**config.mk**
```make
export PLATFORM = sky130hd
export DESIGN_NAME = spi_regfile_periph
export DESIGN_NICKNAME = d
export VERILOG_FILES = /design/src/rtl/spi_pkg.sv /design/src/rtl/spi_sync_edge.sv /design/src/rtl/spi_regfile_periph.sv
export SDC_FILE = /design/constraint.sdc
export NUM_CORES = 1
export LEC_CHECK = 0
export CAP_MARGIN = 10
export CORE_ASPECT_RATIO = 1.75
export CORE_MARGIN = 3
export CORE_UTILIZATION = 40
export CTS_CLUSTER_SIZE = 20
export DETAILED_ROUTE_END_ITERATION = 7
export GPL_ROUTABILITY_DRIVEN = 0
export SLEW_MARGIN = 20
export SYNTH_ARGS = -nofsm -noshare
export SYNTH_HDL_FRONTEND = slang
export SYNTH_SLANG_ARGS = --single-unit
export TNS_END_PERCENT = 20
```
**constraint.sdc**
```tcl
create_clock -name clk -period 6 [get_ports clk]
set_clock_uncertainty 0.05 [all_clocks]
set_input_delay 1.2 -clock clk [delete_from_list [all_inputs] [get_ports clk]]
set_output_delay 1.2 -clock clk [all_outputs]
set_load 0.005 [all_outputs]
```
**src/rtl/spi_pkg.sv**
```systemverilog
// Shared types and helpers for the SPI register-file peripheral.
// Holds the frame-FSM state encoding and the frame-length derivation.
package spi_pkg;

    typedef enum logic [1:0] {
        ST_IDLE = 2'd0,
        ST_ADDR = 2'd1,
        ST_DATA = 2'd2,
        ST_DONE = 2'd3
    } spi_state_e;

    localparam logic RW_WRITE = 1'b1;

    function automatic int frame_w(input int addr_w, input int data_w);
        return 1 + addr_w + data_w;
    endfunction

endpackage

```
**src/rtl/spi_sync_edge.sv**
```systemverilog
// SYNC_STAGES-deep input synchroniser with rise/fall pulses taken from
// the last two stages; level_o is the fully synchronised value.
module spi_sync_edge #(
    parameter int SYNC_STAGES = 2
) (
    input  logic clk,
    input  logic rst_n,
    input  logic d_i,
    output logic level_o,
    output logic rise_o,
    output logic fall_o
);

    logic [SYNC_STAGES-1:0] sync_q;

    always_ff @(posedge clk or negedge rst_n) begin
        if (!rst_n) begin
            sync_q <= '0;
        end else begin
            sync_q <= {sync_q[SYNC_STAGES-2:0], d_i};
        end
    end

    assign level_o = sync_q[SYNC_STAGES-1];
    assign rise_o  = sync_q[SYNC_STAGES-2] & ~sync_q[SYNC_STAGES-1];
    assign fall_o  = ~sync_q[SYNC_STAGES-2] & sync_q[SYNC_STAGES-1];

endmodule

```
**src/rtl/spi_regfile_periph.sv**
```systemverilog
// SPI Mode-0 peripheral exposing NUM_REGS registers; frame = R/W, address,
// data (MSB first), committed once per complete frame, aborted on early nCS rise.
module spi_regfile_periph
    import spi_pkg::*;
#(
    parameter int ADDR_W      = 7,
    parameter int DATA_W      = 8,
    parameter int NUM_REGS    = 5,
    parameter int SYNC_STAGES = 2
) (
    input  logic                       clk,
    input  logic                       rst_n,
    input  logic                       sclk,
    input  logic                       ncs,
    input  logic                       copi,
    output logic                       cipo,
    output logic                       cipo_oe,
    output logic [NUM_REGS*DATA_W-1:0] regs_flat,
    output logic                       wr_stb,
    output logic [ADDR_W-1:0]          wr_addr,
    output logic                       frame_err,
    output spi_state_e                 dbg_state_o
);

    localparam int FRAME_W = frame_w(ADDR_W, DATA_W);
    localparam int CNT_W   = $clog2(FRAME_W + 1);
    localparam logic [CNT_W-1:0]  CNT_ADDR_END  = CNT_W'(1 + ADDR_W);
    localparam logic [CNT_W-1:0]  CNT_FRAME_END = CNT_W'(FRAME_W);
    localparam logic [ADDR_W:0]   NUM_REGS_W    = (ADDR_W + 1)'(NUM_REGS);

    logic sclk_rise, sclk_fall, sclk_unused_lvl;
    logic ncs_rise, ncs_fall, ncs_unused_lvl;
    logic copi_lvl, copi_unused_rise, copi_unused_fall;

    spi_sync_edge #(.SYNC_STAGES(SYNC_STAGES)) u_sync_sclk (
        .clk(clk), .rst_n(rst_n), .d_i(sclk),
        .level_o(sclk_unused_lvl), .rise_o(sclk_rise), .fall_o(sclk_fall)
    );
    spi_sync_edge #(.SYNC_STAGES(SYNC_STAGES)) u_sync_ncs (
        .clk(clk), .rst_n(rst_n), .d_i(ncs),
        .level_o(ncs_unused_lvl), .rise_o(ncs_rise), .fall_o(ncs_fall)
    );
    spi_sync_edge #(.SYNC_STAGES(SYNC_STAGES)) u_sync_copi (
        .clk(clk), .rst_n(rst_n), .d_i(copi),
        .level_o(copi_lvl), .rise_o(copi_unused_rise), .fall_o(copi_unused_fall)
    );

    spi_state_e           state_q, state_d;
    logic [CNT_W-1:0]     cnt_q, cnt_d, cnt_inc;
    logic [FRAME_W-1:0]   shift_q, shift_d;
    logic [DATA_W-1:0]    tx_q, tx_d;
    logic [ADDR_W-1:0]    addr_q, addr_d, wr_addr_q, wr_addr_d;
    logic                 rw_q, rw_d, cipo_q, cipo_d;
    logic                 done_first_q, done_first_d;
    logic                 wr_stb_q, wr_stb_d, frame_err_q, frame_err_d;
    logic                 reg_wr_en, shift_en;
    logic [DATA_W-1:0]    regs_q [NUM_REGS];

    assign cnt_inc  = cnt_q + CNT_W'(1);
    assign shift_en = sclk_rise && !ncs_rise && (state_q == ST_ADDR || state_q == ST_DATA);

    always_ff @(posedge clk or negedge rst_n) begin
        if (!rst_n) begin
            state_q <= ST_IDLE;
        end else begin
            state_q <= state_d;
        end
    end

    // nCS rise dominates every other event, so a rise on the final SCLK edge aborts.
    always_comb begin
        state_d = state_q;
        case (state_q)
            ST_IDLE: if (ncs_fall) state_d = ST_ADDR;
            ST_ADDR: begin
                if (ncs_rise)                                   state_d = ST_IDLE;
                else if (sclk_rise && cnt_inc == CNT_ADDR_END)  state_d = ST_DATA;
            end
            ST_DATA: begin
                if (ncs_rise)                                   state_d = ST_IDLE;
                else if (sclk_rise && cnt_inc == CNT_FRAME_END) state_d = ST_DONE;
            end
            ST_DONE: if (ncs_rise) state_d = ST_IDLE;
            default: state_d = ST_IDLE;
        endcase
    end

    always_comb begin
        cnt_d        = cnt_q;
        shift_d      = shift_q;
        tx_d         = tx_q;
        cipo_d       = cipo_q;
        rw_d         = rw_q;
        addr_d       = addr_q;
        wr_addr_d    = wr_addr_q;
        wr_stb_d     = 1'b0;
        frame_err_d  = 1'b0;
        reg_wr_en    = 1'b0;
        done_first_d = (state_q == ST_DATA) && (state_d == ST_DONE);
        if (state_q == ST_IDLE && ncs_fall) begin
            cnt_d   = '0;
            shift_d = '0;
            cipo_d  = 1'b0;
        end
        if (shift_en) begin
            shift_d = {shift_q[FRAME_W-2:0], copi_lvl};
            cnt_d   = cnt_inc;
        end
        if (state_q == ST_ADDR && state_d == ST_DATA) begin
            rw_d   = shift_d[ADDR_W];
            addr_d = shift_d[ADDR_W-1:0];
            tx_d   = '0;
            for (int i = 0; i < NUM_REGS; i++) begin
                if (addr_d == ADDR_W'(i)) tx_d = regs_q[i];
            end
        end
        if (state_q == ST_DATA && sclk_fall && rw_q != RW_WRITE) begin
            cipo_d = tx_q[DATA_W-1];
            tx_d   = {tx_q[DATA_W-2:0], 1'b0};
        end
        if ((state_q == ST_ADDR || state_q == ST_DATA) && ncs_rise) frame_err_d = 1'b1;
        if (done_first_q) begin
            if ({1'b0, addr_q} >= NUM_REGS_W) begin
                frame_err_d = 1'b1;
            end else if (rw_q == RW_WRITE) begin
                reg_wr_en = 1'b1;
                wr_stb_d  = 1'b1;
                wr_addr_d = addr_q;
            end
        end
    end

    always_ff @(posedge clk or negedge rst_n) begin
        if (!rst_n) begin
            cnt_q        <= '0;
            shift_q      <= '0;
            tx_q         <= '0;
            cipo_q       <= 1'b0;
            rw_q         <= 1'b0;
            addr_q       <= '0;
            wr_addr_q    <= '0;
            wr_stb_q     <= 1'b0;
            frame_err_q  <= 1'b0;
            done_first_q <= 1'b0;
        end else begin
            cnt_q        <= cnt_d;
            shift_q      <= shift_d;
            tx_q         <= tx_d;
            cipo_q       <= cipo_d;
            rw_q         <= rw_d;
            addr_q       <= addr_d;
            wr_addr_q    <= wr_addr_d;
            wr_stb_q     <= wr_stb_d;
            frame_err_q  <= frame_err_d;
            done_first_q <= done_first_d;
        end
    end

    always_ff @(posedge clk or negedge rst_n) begin
        if (!rst_n) begin
            for (int i = 0; i < NUM_REGS; i++) regs_q[i] <= '0;
        end else begin
            for (int i = 0; i < NUM_REGS; i++) begin
                if (reg_wr_en && addr_q == ADDR_W'(i)) regs_q[i] <= shift_q[DATA_W-1:0];
            end
        end
    end

    for (genvar g = 0; g < NUM_REGS; g++) begin : g_flat
        assign regs_flat[g*DATA_W +: DATA_W] = regs_q[g];
    end

    // A stale bit in cipo_q must never leak outside the read data phase.
    assign cipo        = cipo_q & (state_q == ST_DATA) & (rw_q != RW_WRITE);
    assign cipo_oe     = (state_q != ST_IDLE);
    assign wr_stb      = wr_stb_q;
    assign wr_addr     = wr_addr_q;
    assign frame_err   = frame_err_q;
    assign dbg_state_o = state_q;

endmodule
```
==> summary.txt, run 1 <==
Outcome
  – Run status: complete, no violations

Finish
  – Finished Core Util: 49.6%
  – Final instance area: 5400 um2
  – Share of cells above drive strength 1: 16.8%
  – Layout Nets: 464
  – Area Growth Syn to Fin: 18.9%
  – Diodes inserted: 0
  – Non-Filler Instances: 588

Worst setup path
  – Reg2Reg Depth: 8
  – Critical Path Start: dbg_state_o[0]
  – WP data arrival: 3.56 ns
  – Setup crit start kind: flip-flop
  – CP required: 6.15 ns
  – Worst setup path endpoint: tx_q[3]
  – Crit path max fanout: 15
  – RR Endpoint: tx_q[3]
  – Critical R2R Launch: dbg_state_o[0]
  – Crit Path Category: reg2reg
  – Slack of the worst reg-to-reg path: 2.59 ns
  – Worst setup EP type: flip-flop

Routing
  – WL per Instance: 21.3 um
  – Drt drc: 0
  – DRT Pass-1 Iters: 4
  – Initial DRC Count: 256
  – Final wirelength: 12.5 mm
  – Routed Antenna Nets: 0
  – Via Count: 3481
  – Vias per std cell: 5.92

Clock tree
  – CTS Root Buffer Type: clkbuf_16
  – CTS Buffer Depth: 2
  – Reg clk slew, reported paths: 0.06 ns
  – Total CTS buffers: 9
  – CTS hold repair buffers: 0
  – CTS sink cnt: 88
  – Post-cts gate resize count: 0
  – Max H-tree Level: 3
  – Post-CTS Setup Bufs: 0
  – Worst-Skew Late Latency: 0.34 ns
  – CTS tree: yes

Synth
  – Number of synthesized register bits: 88
  – Top cell type's share of synthesized area: 48.5%
  – Synthesis Warnings: 0
  – FFs w/ async S/R, synth: 100%
  – Compound-cell area share of the yosys netlist: 19.3%
  – Netlist cell types: 64
  – Xor/xnor share of the synthesized area: 0.772%
  – Most area-consuming cells after synthesis: dfrtp_1 49%, mux2_2 8.9%, nand2_1 3.9%, o21ai_0 2.5%, a2111oi_2 2.0%
  – Synthesized cell area: 4540 um2
  – Combinational family with the most area after synthesis: compound AO/OA/AOI/OAI gates
  – Post-synth EDFFs: 0
  – Mapped Cells: 413
  – Multiplexer area fraction after synthesis: 9.93%
  – Ys flop type: dfrtp_1
  – Simple-gate area share of the yosys netlist: 15.0%
  – Share of the yosys chip area belonging to registers: 48.5%
  – Post-synthesis adder-cell area fraction: 1.65%
  – Largest area contributor in the netlist: dfrtp_1
  – Mean post-synth cell area: 11.0 um2
  – Synthesized net count: 424

Timing
  – Unrepaired setup endpoints after global routing: false
  – Final Cycle Share: 56.8%
  – Relative slew margins: 33.1%
  – Tightest Pin Transition: 0.995 ns
  – Fmax: 293 MHz
  – Final Hold Fails: 0
  – Setup-failing EPs final: 0
  – Setup TNS: 0 ns
  – Tmin final: 3.41 ns
  – Final slew viol count: 0

Flow run
  – Max-cap violations: 0

Placed design
  – Area after DPL: 5130 um2
  – Port bufs: 57
  – HPWL Detailed: 9.21 mm
  – Post-placement cell count: 572

Die
  – Rows: 50
  – Initial Util: 41.7%
  – Die X: 86.5 um
  – DIE HEIGHT: 147 um
  – Placeable Area: 10900 um2
  – Die ar.: 12700 um2
  – I/O pins: 58

Worst hold path
  – Worst min path class: reg2reg

Global route
  – Grt ovf: 0
  – Number of global-route vias before repair: 3640
  – First-pass GRT wire length: 20.3 mm
  – All-Layer GR Usage: 20.9%
  – Largest net degree at the start of global routing: 89
  – Initial antenna violation count: 0

Power
  – Sequential power share: 47.3%
  – Combinational fraction of design power: 14.7%
  – LEAKAGE: 0.00245 uW
  – Internal: 952 uW
  – Pwr Density: 250 nW/um2
  – Switching share of power: 29.3%
  – Clock power frac: 37.9%
  – Worst IR Drop VDD: 0.194 mV
  – Net Sw Power: 395 uW
worst min path at each step:
| stage | start | end | slack (ns) | cells after the start |
|---|---|---|---|---|
| floorplan | u_sync_copi.sync_q[0] | u_sync_copi.sync_q[1] | 0.28 | 0 |
| global route | u_sync_copi.sync_q[0] | u_sync_copi.sync_q[1] | 0.31 | 0 |
| CTS | u_sync_copi.sync_q[0] | u_sync_copi.sync_q[1] | 0.30 | 0 |
| finish | u_sync_copi.sync_q[0] | u_sync_copi.sync_q[1] | 0.30 | 0 |
| global placement | u_sync_copi.sync_q[0] | u_sync_copi.sync_q[1] | 0.28 | 0 |
| detailed placement | u_sync_copi.sync_q[0] | u_sync_copi.sync_q[1] | 0.29 | 0 |
power groups by stage:
| stage | clock network (uW) | logic, uW | registers, uW |
|---|---|---|---|
| after floorplan | 0 | 155 | 630 |
| after CTS | 522 | 198 | 637 |
| after global routing | 548 | 219 | 641 |
| after detailed placement | 0 | 198 | 648 |
| after global placement | 0 | 193 | 648 |
| final | 511 | 198 | 638 |
worst max-delay path: stages (launching register included):
cell	delay, ns
dfrtp_1	0.46
inv_1	0.15
ha_1	0.30
nand3b_1	0.53
o211ai_2	0.50
o22ai_1	0.33
a221o_1	0.45
a2111oi_2	0.40
a211oi_1	0.09
cell usage in the layout, fill, tap and decap left out, types with 4 or more instances in the layout:
cell             count
a2111oi_2            6
a211oi_1             8
a21oi_1              5
a221o_1              6
a2bb2oi_1            7
a41o_1               7
and2_1               5
and3_1               4
clkbuf_16            9
clkdlybuf4s50_1     56
dfrtp_1             88
ha_1                 6
inv_1               14
mux2_2              36
nand2_1             47
nand2b_1             4
nand3_1             15
nand3b_1            10
nor2_1              21
o2111ai_1            6
o21ai_0             23
o41ai_1              6
through the flow:
stage,setup slack [ns],total power [uW],hold WS (ns)
6_report,2.59,1350,0.303
5_1_grt,2.40,1410,0.311
3_3_place_gp,2.86,841,0.282
2_1_floorplan,3.47,785,0.281
3_5_place_dp,2.66,846,0.286
4_1_cts,2.63,1360,0.299
routing by layer:
metal | global-route usage (%) | up-vias | routed length, um
li1 | - | 1610 | -
met3 | 4.49 | 32 | 508
met1 | 23.9 | 1727 | 4860
met5 | 0 | - | 0
met4 | 11.2 | 0 | 595
met2 | 35.8 | 112 | 6580
area by class of cell:
class	count	area [um2]
clock buffers	11	233
clock inverters	5	33.8
multi-input cells	281	2130
well taps	130	163
inverters	15	56.3
flip-flops and latches	88	2200
repair buffers	58	579
fillers	1023	5490
Yosys cell counts (5+ instances only):
cell and count:
a2111oi_2 6, a211oi_1 8, a21oi_1 5, a221o_1 6
a2bb2oi_1 7, a41o_1 7, and2_1 5, buf_2 6
clkbuf_1 13, dfrtp_1 88, ha_1 6, inv_1 14
mux2_2 36, nand2_1 47, nand3_1 15, nand3b_1 10
nor2_1 21, o2111ai_1 6, o21ai_0 23, o41ai_1 6
logic make-up (layout without fill, tap and decap cells):
group	Yosys count	in the layout
xor gates and xnor gates	4	4
buffers and inverters	44	89
and+or+nand+nor	131	131
DFF	88	88
AOI/OAI and AO/OA	101	101
adders and majority gates	6	6
muxes	39	39
registers in the layout, indices dropped and copies added (netlist names), 2 cells and up:
name,cells
addr_q,7
cnt_q,5
dbg_state_o,2
regs_flat,40
shift_q,8
tx_q,8
u_sync_copi.sync_q,2
u_sync_ncs.sync_q,2
u_sync_sclk.sync_q,2
wr_addr,7
No activity file was read; power rests on OpenSTA's default activity.
==> run 2, diff against run 1 <==
clock period = 2.93 ns   (was 6 ns; I/O delays follow)
==> run 2 against run 1 <==
  * Sequential power is 100% higher
  * Fmax is 26% higher
  * Combinational power is 140% higher
  * Flip-flop and latch count stayed put
  * Critical path type unchanged
  * Critical endpoint is now addr_q[2]
  * Largest power group unchanged
  * Highest routed layer unchanged
==> summary.txt, run 2 (synthesized netlist as in run 1, its figures left out) <==
Global route
  – Number of global-route vias before repair: 3782 (was 3640)
  – All-Layer GR Usage: 20.9% (about the same)
  – Grt ovf: 0 (unchanged)
  – First-pass GRT wire length: 20.3 mm (about the same)
  – Initial antenna violation count: 0 (unchanged)
  – Largest net degree at the start of global routing: 35 (was 89)

Finish
  – Sequential standard cell area: 2200 um2 (unchanged)
  – Commonest non-fill, non-tap cell in the layout: dfrtp_1 (unchanged)
  – Area Growth Syn to Fin: 23.5% (was 18.9%)
  – Diodes inserted: 0 (unchanged)
  – Most frequent cells in the layout: 88 x dfrtp_1, 56 x clkdlybuf4s50_1, 47 x nand2_1, 36 x mux2_2, 26 x buf_4 (was 88 x dfrtp_1, 56 x clkdlybuf4s50_1, 47 x nand2_1, 36 x mux2_2, 23 x o21ai_0)
  – Multi-input gate area: 2150 um2 (was 2130 um2)
  – Layout Nets: 488 (was 464)
  – # fillers: 1014 (was 1023)
  – Share of cells above drive strength 1: 22.2% (was 16.8%)
  – Max reg flops: 40 (unchanged)

Clock tree
  – CTS sink cnt: 88 (unchanged)
  – Worst-Skew Late Latency: 0.34 ns (about the same)
  – CTS Root Buffer Type: clkbuf_16 (unchanged)
  – CTS hold repair buffers: 0 (unchanged)
  – Reg clk slew, reported paths: 0.06 ns (about the same)
  – Max H-tree Level: 3 (unchanged)
  – CTS Buffer Depth: 2 (unchanged)
  – CTS tree: yes (unchanged)
  – Total CTS buffers: 9 (unchanged)

Die
  – I/O pins: 58 (unchanged)
  – Die ar.: 12700 um2 (unchanged)
  – Initial Util: 41.7% (unchanged)
  – Placeable Area: 10900 um2 (unchanged)
  – DIE HEIGHT: 147 um (unchanged)
  – Rows: 50 (unchanged)
  – Die X: 86.5 um (unchanged)

Timing
  – Final Cycle Share: 92.4% (was 56.8%)
  – Fmax: 370 MHz (was 293 MHz)
  – Setup-failing EPs final: 0 (unchanged)
  – Final slew viol count: 0 (unchanged)
  – Unrepaired setup endpoints after global routing: false (unchanged)
  – Final hold slack: 0.136 ns (was 0.303 ns)
  – Tightest Pin Transition: 0.694 ns (was 0.995 ns)
  – Setup TNS: 0 ns (unchanged)
  – Final Hold Fails: 0 (unchanged)
  – Relative slew margins: 53.8% (was 33.1%)
  – Tmin final: 2.71 ns (was 3.41 ns)

Worst setup path
  – Worst setup EP type: flip-flop (unchanged)
  – WP data arrival: 2.88 ns (was 3.56 ns)
  – Crit path max fanout: 15 (unchanged)
  – Setup crit start kind: flip-flop (unchanged)
  – Crit Path Category: reg2reg (unchanged)
  – CP required: 3.10 ns (was 6.15 ns)

Routing
  – Initial DRC Count: 273 (was 256)
  – WL per Instance: 20.6 um (was 21.3 um)
  – Final wirelength: 12.6 mm (was 12.5 mm)
  – Drt drc: 0 (unchanged)
  – Via Count: 3606 (was 3481)
  – Routed Antenna Nets: 0 (unchanged)
  – Vias per std cell: 5.89 (was 5.92)
  – DRT Pass-1 Iters: 4 (unchanged)

Outcome
  – Run status: complete, no violations (unchanged)

Placed design
  – Port bufs: 57 (unchanged)
  – HPWL Detailed: 9.56 mm (was 9.21 mm)

Power
  – Pwr Density: 508 nW/um2 (was 250 nW/um2)
  – Worst IR Drop VDD: 0.333 mV (was 0.194 mV)
  – LEAKAGE: 0.00258 uW (was 0.00245 uW)

Worst hold path
  – Worst min path class: in2async (was reg2reg)

Flow run
  – Max-cap violations: 0 (unchanged)
## run 2: report_power, final
part           total, uW  switching [uW]  leakage (uW)  internal, uW
combinational        485             309       0.00123           177
clock               1080             486      0.000135           599
sequential          1280            37.2       0.00121          1240
total               2850             832       0.00258          2020
## run 2: final cells by class
type | count | share of cell area, %
inverter | 15 | 1.00
clock buffer | 10 | 4.26
multi-input combinational | 281 | 38.3
timing repair buffer | 82 | 13.5
clock inverter | 6 | 0.759
tap | 130 | 2.90
sequential | 88 | 39.3
## run 2: per-stage QoR
| step | cell area, um2 | utilization, % | cells | total power (uW) | setup slack (ns) |
|---|---|---|---|---|---|
| 3_5_place_dp | 5280 | 48.5 | 593 | 1760 | 0.151 |
| 2_1_floorplan | 4540 | - | 413 | 1610 | 0.403 |
| 5_1_grt | 5610 | 51.5 | 612 | 2980 | 0.0659 |
| 3_3_place_gp | 5280 | 48.5 | 593 | 1760 | 0.168 |
| 4_1_cts | 5570 | 51.1 | 609 | 2850 | 0.120 |
| 6_report | 5610 | 51.5 | 612 | 2850 | 0.224 |
## run 2: critical path, cell delays in order (launching register included)
cell and delay [ns]:
dfrtp_1 0.45, ha_1 0.34, xor2_1 0.18, or4_4 0.46, a21oi_1 0.27, nor3_2 0.11
nand2_2 0.34, mux2_2 0.38
## run 2: final timing paths
kind	start	endpoint	slack [ns]	depth (start not counted)
min in group clk	u_sync_copi.sync_q[0]	u_sync_copi.sync_q[1]	0.33	0
max reg2reg	cnt_q[0]	addr_q[2]	0.22	7
max	cnt_q[0]	addr_q[2]	0.22	7
min	rst_n	u_sync_ncs.sync_q[0]	0.14	1
min reg2reg	u_sync_copi.sync_q[0]	u_sync_copi.sync_q[1]	0.33	0
max in group asynchronous	rst_n	shift_q[6]	2.05	2
## run 2: metal layers
metal  global-route usage (%)  vias up  share of wire (%)
li1                         -     1662                  -
met1                     23.9     1802                 37
met2                     36.5      110                 54
met3                     2.81       32                4.6
met4                     11.8        0                4.5
met5                        0        -                  0
## run 2: repair_timing
action,4_1_cts,5_1_grt
gates resized for setup,0,4
setup endpoints to repair,0,4
buffers inserted,0,3
==> run 3, diff against run 2 <==
ABC_AREA = 1   (was unset)
==> run 3 against run 2 <==
  * Highest routed layer unchanged
  * Sequential share of layout area grew 4.0 points
  * Clock power is essentially flat
  * Sequential power rose by 19%
  * Hold slack improved by 0.045 ns
  * Final area fell by 9.2%
  * Final cell count up 13%
==> summary.txt, run 3 <==
Outcome
  – Run status: complete, no violations (unchanged)

Worst setup path
  – Worst setup EP type: flip-flop (unchanged)
  – Reg2Reg Depth: 14 (was 7)
  – Worst path slowest cell: dfrtp_1 (was or4_4)
  – Crit-path cells: inv_1 > ha_1 > inv_2 > nor2_2 > inv_2 > nand2_2 > o22ai_2 > nor2_8 > nand2_2 > nor2_1 > nor2_1 > nand3_1 > nand2_1 > nand2_1 (was ha_1 > xor2_1 > or4_4 > a21oi_1 > nor3_2 > nand2_2 > mux2_2)
  – CP required: 3.17 ns (was 3.10 ns)
  – Slack of the worst reg-to-reg path: 0.28 ns (was 0.22 ns)
  – WP data arrival: 2.88 ns (about the same)
  – Critical R2R Launch: dbg_state_o[1] (was cnt_q[0])
  – RR Endpoint: tx_q[6] (was addr_q[2])
  – Critical Path Start: dbg_state_o[1] (was cnt_q[0])
  – Crit path max fanout: 28 (was 15)
  – Setup crit start kind: flip-flop (unchanged)
  – Max incr delay on CP: 0.42 ns (was 0.46 ns)
  – Crit Path Category: reg2reg (unchanged)

Clock tree
  – Post-cts gate resize count: 0 (unchanged)
  – Max H-tree Level: 3 (unchanged)
  – CTS Buffer Depth: 2 (unchanged)
  – CTS Root Buffer Type: clkbuf_16 (unchanged)
  – Worst-Skew Late Latency: 0.35 ns (was 0.34 ns)
  – CTS hold repair buffers: 0 (unchanged)
  – CTS tree: yes (unchanged)
  – Post-CTS Setup Bufs: 0 (unchanged)
  – Reg clk slew, reported paths: 0.07 ns (was 0.06 ns)
  – CTS sink cnt: 88 (unchanged)
  – Total CTS buffers: 9 (unchanged)

Die
  – DIE HEIGHT: 140 um (was 147 um)
  – Initial Util: 41.3% (was 41.7%)
  – I/O pins: 58 (unchanged)
  – Die X: 82.7 um (was 86.5 um)
  – Placeable Area: 9970 um2 (was 10900 um2)
  – Die ar.: 11600 um2 (was 12700 um2)
  – Rows: 48 (was 50)

Synth
  – Number of synthesized register bits: 88 (unchanged)
  – Post-synth top cells: 162 x nand2_1, 88 x dfrtp_1, 60 x o21ai_0, 57 x inv_1, 45 x nand3_1 (was 88 x dfrtp_1, 47 x nand2_1, 36 x mux2_2, 23 x o21ai_0, 21 x nor2_1)
  – Synthesized net count: 513 (was 424)
  – Synthesis Warnings: 0 (unchanged)
  – Largest area contributor in the netlist: dfrtp_1 (unchanged)
  – Post-synth EDFFs: 0 (unchanged)
  – Most common cell in the netlist: nand2_1 (was dfrtp_1)
  – Mean post-synth cell area: 8.20 um2 (was 11.0 um2)
  – Netlist cell types: 29 (was 64)
  – Top cell type's share of synthesized area: 53.5% (was 48.5%)
  – Synthesized cell area: 4120 um2 (was 4540 um2)
  – Mapped Cells: 502 (was 413)
  – Most area-consuming cells after synthesis: dfrtp_1 54%, nand2_1 15%, o21ai_0 7.3%, nand3_1 5.5%, inv_1 5.2% (was dfrtp_1 49%, mux2_2 8.9%, nand2_1 3.9%, o21ai_0 2.5%, a2111oi_2 2.0%)
  – Ys flop type: dfrtp_1 (unchanged)
  – Share of the yosys chip area belonging to registers: 53.5% (was 48.5%)
  – FFs w/ async S/R, synth: 100% (unchanged)

Global route
  – All-Layer GR Usage: 20.2% (was 20.9%)
  – Largest net degree at the start of global routing: 46 (was 35)
  – Grt ovf: 0 (unchanged)
  – Number of global-route vias before repair: 3352 (was 3782)
  – Initial antenna violation count: 0 (unchanged)
  – First-pass GRT wire length: 17.5 mm (was 20.3 mm)

Timing
  – Tightest Pin Transition: 0.579 ns (was 0.694 ns)
  – Relative slew margins: 61.4% (was 53.8%)
  – Final slew viol count: 0 (unchanged)
  – Fmax: 378 MHz (was 370 MHz)
  – Final Hold Fails: 0 (unchanged)
  – Final hold slack: 0.181 ns (was 0.136 ns)
  – Final Cycle Share: 90.3% (was 92.4%)
  – Tmin final: 2.65 ns (was 2.71 ns)
  – Setup-failing EPs final: 0 (unchanged)
  – Setup TNS: 0 ns (unchanged)
  – Unrepaired setup endpoints after global routing: false (unchanged)

Routing
  – Final wirelength: 10.7 mm (was 12.6 mm)
  – Routed Antenna Nets: 0 (unchanged)
  – Vias per std cell: 5.00 (was 5.89)
  – Initial DRC Count: 199 (was 273)
  – WL per Instance: 15.4 um (was 20.6 um)
  – Drt drc: 0 (unchanged)
  – Via Count: 3464 (was 3606)
  – DRT Pass-1 Iters: 5 (was 4)

Placed design
  – Port bufs: 57 (unchanged)
  – Post-placement cell count: 677 (was 593)
  – Area after DPL: 4820 um2 (was 5280 um2)
  – HPWL Detailed: 8.00 mm (was 9.56 mm)

Power
  – Pwr Density: 761 nW/um2 (was 508 nW/um2)
  – Worst IR Drop VDD: 0.448 mV (was 0.333 mV)
  – LEAKAGE: 0.00246 uW (was 0.00258 uW)

Finish
  – Area Growth Syn to Fin: 23.7% (was 23.5%)
  – Most frequent cells in the layout: 162 x nand2_1, 88 x dfrtp_1, 60 x o21ai_0, 57 x inv_1, 56 x clkdlybuf4s50_1 (was 88 x dfrtp_1, 56 x clkdlybuf4s50_1, 47 x nand2_1, 36 x mux2_2, 26 x buf_4)
  – Non-Filler Instances: 693 (was 612)
  – # fillers: 1023 (was 1014)
  – Layout Nets: 574 (was 488)
  – Max reg flops: 40 (unchanged)
  – Share of cells above drive strength 1: 7.75% (was 22.2%)
  – Commonest non-fill, non-tap cell in the layout: nand2_1 (was dfrtp_1)
  – Diodes inserted: 0 (unchanged)
  – Final instance area: 5090 um2 (was 5610 um2)

Flow run
  – Max-cap violations: 0 (unchanged)

Worst hold path
  – Worst min path class: in2async (unchanged)
[run 3: metal layers]
layer	vias to the layer above	track usage [%]	part of all wire, %	wire, um
met1	1611	24.1	41	4350
met5	-	0	0	0
met3	26	3.47	3.7	392
met2	105	34.3	52	5550
li1	1722	-	-	-
met4	0	9.39	3.6	386
[run 3: area by class of cell]
type                       instances  area [um2]  area share, %
sequential                        88        2200           43.2
multi-input combinational        340        1610           31.6
timing repair buffer              61         611           12.0
clock buffer                      11         243           4.77
inverter                          63         236           4.64
tap                              125         156           3.07
clock inverter                     5        32.5          0.639
[run 3: per-stage QoR]
stage / setup slack (ns) / utilization (%) / power (uW)
3_5_place_dp: 0.320 / 48.3 / 2810
5_1_grt: 0.00221 / 51.1 / 4130
2_1_floorplan: 0.849 / - / 2440
3_3_place_gp: 0.374 / 48.3 / 2790
4_1_cts: 0.276 / 51.1 / 3900
6_report: 0.285 / 51.1 / 3870
[run 3: logic make-up after synthesis]
family	count (synthesis)	synth area share (%)
compound gates	72	9.12
fa+ha+maj	6	1.82
buf+inv	74	7.33
flops	88	53.5
simple gates	262	28.2
[run 3: worst max path at each step]
| stage | to | slack [ns] | cells past startpoint |
|---|---|---|---|
| global route | tx_q[4] | 0.002 | 14 |
| detailed placement | tx_q[4] | 0.32 | 14 |
| finish | tx_q[6] | 0.28 | 14 |
| CTS | tx_q[6] | 0.28 | 14 |
| floorplan | tx_q[0] | 0.85 | 13 |
| global placement | tx_q[0] | 0.37 | 14 |
[run 3: critical path: cells and delay by family (launching register included)]
| family | cells | cell delay [ns] |
|---|---|---|
| AOI/OAI and AO/OA | 1 | 0.16 |
| adders and majority gates | 1 | 0.25 |
| buffers and inverters | 3 | 0.35 |
| DFF | 1 | 0.42 |
| and+or+nand+nor | 9 | 1.36 |
[run 3: power breakdown]
group / switching [uW] / leakage, uW / internal [uW]
sequential: 131 / 0.00119 / 1390
combinational: 915 / 0.00114 / 358
clock: 482 / 0.000128 / 595
==> RTL change: new RTL, flow settings as in run 2 <==
Register the outputs `cipo` and `cipo_oe`; this adds one clock of latency there. The other outputs are not delayed to match.
--- a/src/rtl/spi_regfile_periph.sv
+++ b/src/rtl/spi_regfile_periph.sv
@@ -172,6 +172,8 @@
 
     // A stale bit in cipo_q must never leak outside the read data phase.
-    assign cipo        = cipo_q & (state_q == ST_DATA) & (rw_q != RW_WRITE);
-    assign cipo_oe     = (state_q != ST_IDLE);
+    always_ff @(posedge clk) begin
+        cipo    <= cipo_q & (state_q == ST_DATA) & (rw_q != RW_WRITE);
+        cipo_oe <= (state_q != ST_IDLE);
+    end
     assign wr_stb      = wr_stb_q;
     assign wr_addr     = wr_addr_q;
Function: changed (a bounded check fails within 4 cycles, from zero or initial values and one cycle with rst_n low).
==> RTL change against run 2 <==
Via count down 0.17%. Die area rose by 0.83%. Synthesized cell count is 0.48% higher. Cell area is 0.83% higher. Global-route usage up 0.40 points. First-iteration DRC count shrank 35%. Area after synthesis is 0.88% higher. Worst hold slack got worse by 0.0073 ns. Worst setup slack worse by 0.083 ns. Critical path type unchanged. Routed wire length rose by 2.4%. Sequential cell count rose by 2. Power up 6.5%.
==> RTL change: results (changes against run 2) <==
| Metric | Value |
|---|---|
| Outcome | completed (unchanged) |
| Clk_lat worst skew | 0.35 ns |
| Hold Path Class | in2async (unchanged) |
| Cell at the root of the clock tree | clkbuf_16 (unchanged) |
| Critical R2R Launch | cnt_q[0] (unchanged) |
| Worst-path clk slew | 0.07 ns |
| Filler cells | 1005 (was 1014) |
| Synth unique cells | 65 (was 64) |
| Deepest clock path buffer count | 2 (unchanged) |
| Slew headroom | 57.27% (was 53.76%) |
| Multi-input gate area | 0.002137 mm² (was 0.002148 mm²) |
| Prevailing post-synth register cell | dfrtp_1 (unchanged) |
| Clkbuf count | 10 (unchanged) |
| Gr usage total | 21.30% (was 20.91%) |
| Biggest cell delay along the critical path | 0.57 ns (was 0.46 ns) |
| Post-synthesis mux area share | 9.839% (was 9.926%) |
| Max reg flops | 40 (unchanged) |
| Post-synthesis sequential area ratio | 48.98% (was 48.52%) |
| DRT Pass-1 Iters | 5 (was 4) |
| Static leakage | 2.604 nW (was 2.581 nW) |
| Synth top area cells | dfrtp_1 (48%), mux2_2 (8.9%), nand2_1 (3.9%) (was dfrtp_1 (49%), mux2_2 (8.9%), nand2_1 (3.9%)) |
| Seq. cell area | 0.002242 mm² (was 0.002202 mm²) |
| Worst vdd ir | 0.3547 mV (was 0.3334 mV) |
| Count of input and output buffers | 57 (unchanged) |
| Full die area | 0.01282 mm² (was 0.01271 mm²) |
| Buffering overhead | 13.10% (was 13.48%) |
| Ant diodes | 0 (unchanged) |
| Non-filler cells, final | 614 (was 612) |
| Async SR Flop Fraction | 97.78% (was 100.0%) |
| Layout buffer count excluding clock buffers | 80 (was 82) |
| Share of cells above drive strength 1 | 21.16% (was 22.20%) |
| Critical path's slowest cell | or3_1 (was or4_4) |
| Net Count, Synth | 426 (was 424) |
| CTS Buf Count | 9 (unchanged) |
| Clock-cell share | 5.511% (was 5.021%) |
| Post-synthesis adder-cell area fraction | 1.640% (was 1.654%) |
| Area-dominant class | sequential cells (unchanged) |
| Placement Cell Area | 0.005311 mm² (was 0.005284 mm²) |
| Largest net degree at the start of global routing | 35 (unchanged) |
| Logic inverters | 15 (unchanged) |
| Seq cells post-synth | 90 (was 88) |
| Synth top cells by count | dfrtp_1 (88), nand2_1 (47), mux2_2 (36) (unchanged) |
| XOR/XNOR Fraction of Synth Area | 0.7652% (was 0.7720%) |
| Via count | 3600 (was 3606) |
| Initial DRC Count | 177 (was 273) |
| Slew Limit Fails | 0 (unchanged) |
| Pre-CTS setup slack | 0.1524 ns (was 0.1507 ns) |
| Synth Area in Compound Gates | 19.13% (was 19.30%) |
| Inst Count DP | 595 (was 593) |
| Syn_area_per_cell | 11.03 µm² (was 10.99 µm²) |
| Crit-path max FO | 8 (was 15) |
| Vias in the first global route | 3713 (was 3782) |
| Global-route wire length before repair | 20.76 mm (was 20.33 mm) |
| Area growth syn-to-layout | 23.48% (was 23.55%) |
| Setup CP Type | reg2reg (unchanged) |
| Routed len/inst | 21.07 µm (was 20.65 µm) |
| Dpl hpwl | 9.608 mm (was 9.560 mm) |
==> RTL change: what timing repair did <==
item / in CTS / in global routing
resized for setup: 0 / 2
buffers inserted: 0 / 3
endpoints found under the hold margin: 0 / 0
setup endpoints to repair: 0 / 7
==> RTL change: critical path, delay by kind of cell, from the launching register on <==
family	cells	cell delay (ns)
AND/OR/NAND/NOR	2	1.11
AO/OA/AOI/OAI	4	0.71
flip-flops	1	0.45
adder cells (fa/ha/maj)	1	0.34
==> RTL change: cell families (layout without fill, tap and decap cells) <==
group | Yosys count | count (layout)
AO/OA/AOI/OAI | 101 | 101
XOR/XNOR | 4 | 4
adder cells (fa/ha/maj) | 6 | 6
buffers and inverters | 44 | 111
flip-flops | 90 | 90
multiplexers | 39 | 39
AND/OR/NAND/NOR | 131 | 131
==> RTL change: where the power goes <==
group | internal, W | switching, W | total [W] | leakage (nW)
Sequential | 0.00127 | 0.0000400 | 0.00131 | 1.23
Combinational | 0.000169 | 0.000321 | 0.000490 | 1.22
Clock | 0.000743 | 0.000486 | 0.00123 | 0.152
Total | 0.00219 | 0.000847 | 0.00303 | 2.60
==> RTL change: worst paths after layout <==
path                                         endpoint  slack, ns  cells past startpoint
max in group asynchronous                regs_flat[3]       2.06                      2
worst max register to register                tx_q[7]       0.14                      7
worst min-delay path                    regs_flat[39]       0.13                      1
min in group clk                u_sync_copi.sync_q[1]       0.30                      0
worst max-delay path                          tx_q[7]       0.14                      7
worst min register to register  u_sync_copi.sync_q[1]       0.30                      0
==> RTL change: metal layers <==
layer  part of all wire, %  GRT usage (%)  vias to the layer above
li1                      -              -                     1670
met1                    38          25.00                     1797
met2                    52          36.38                      104
met3                   5.2          4.127                       29
met4                   4.2          10.45                        0
met5                     0              0                        -
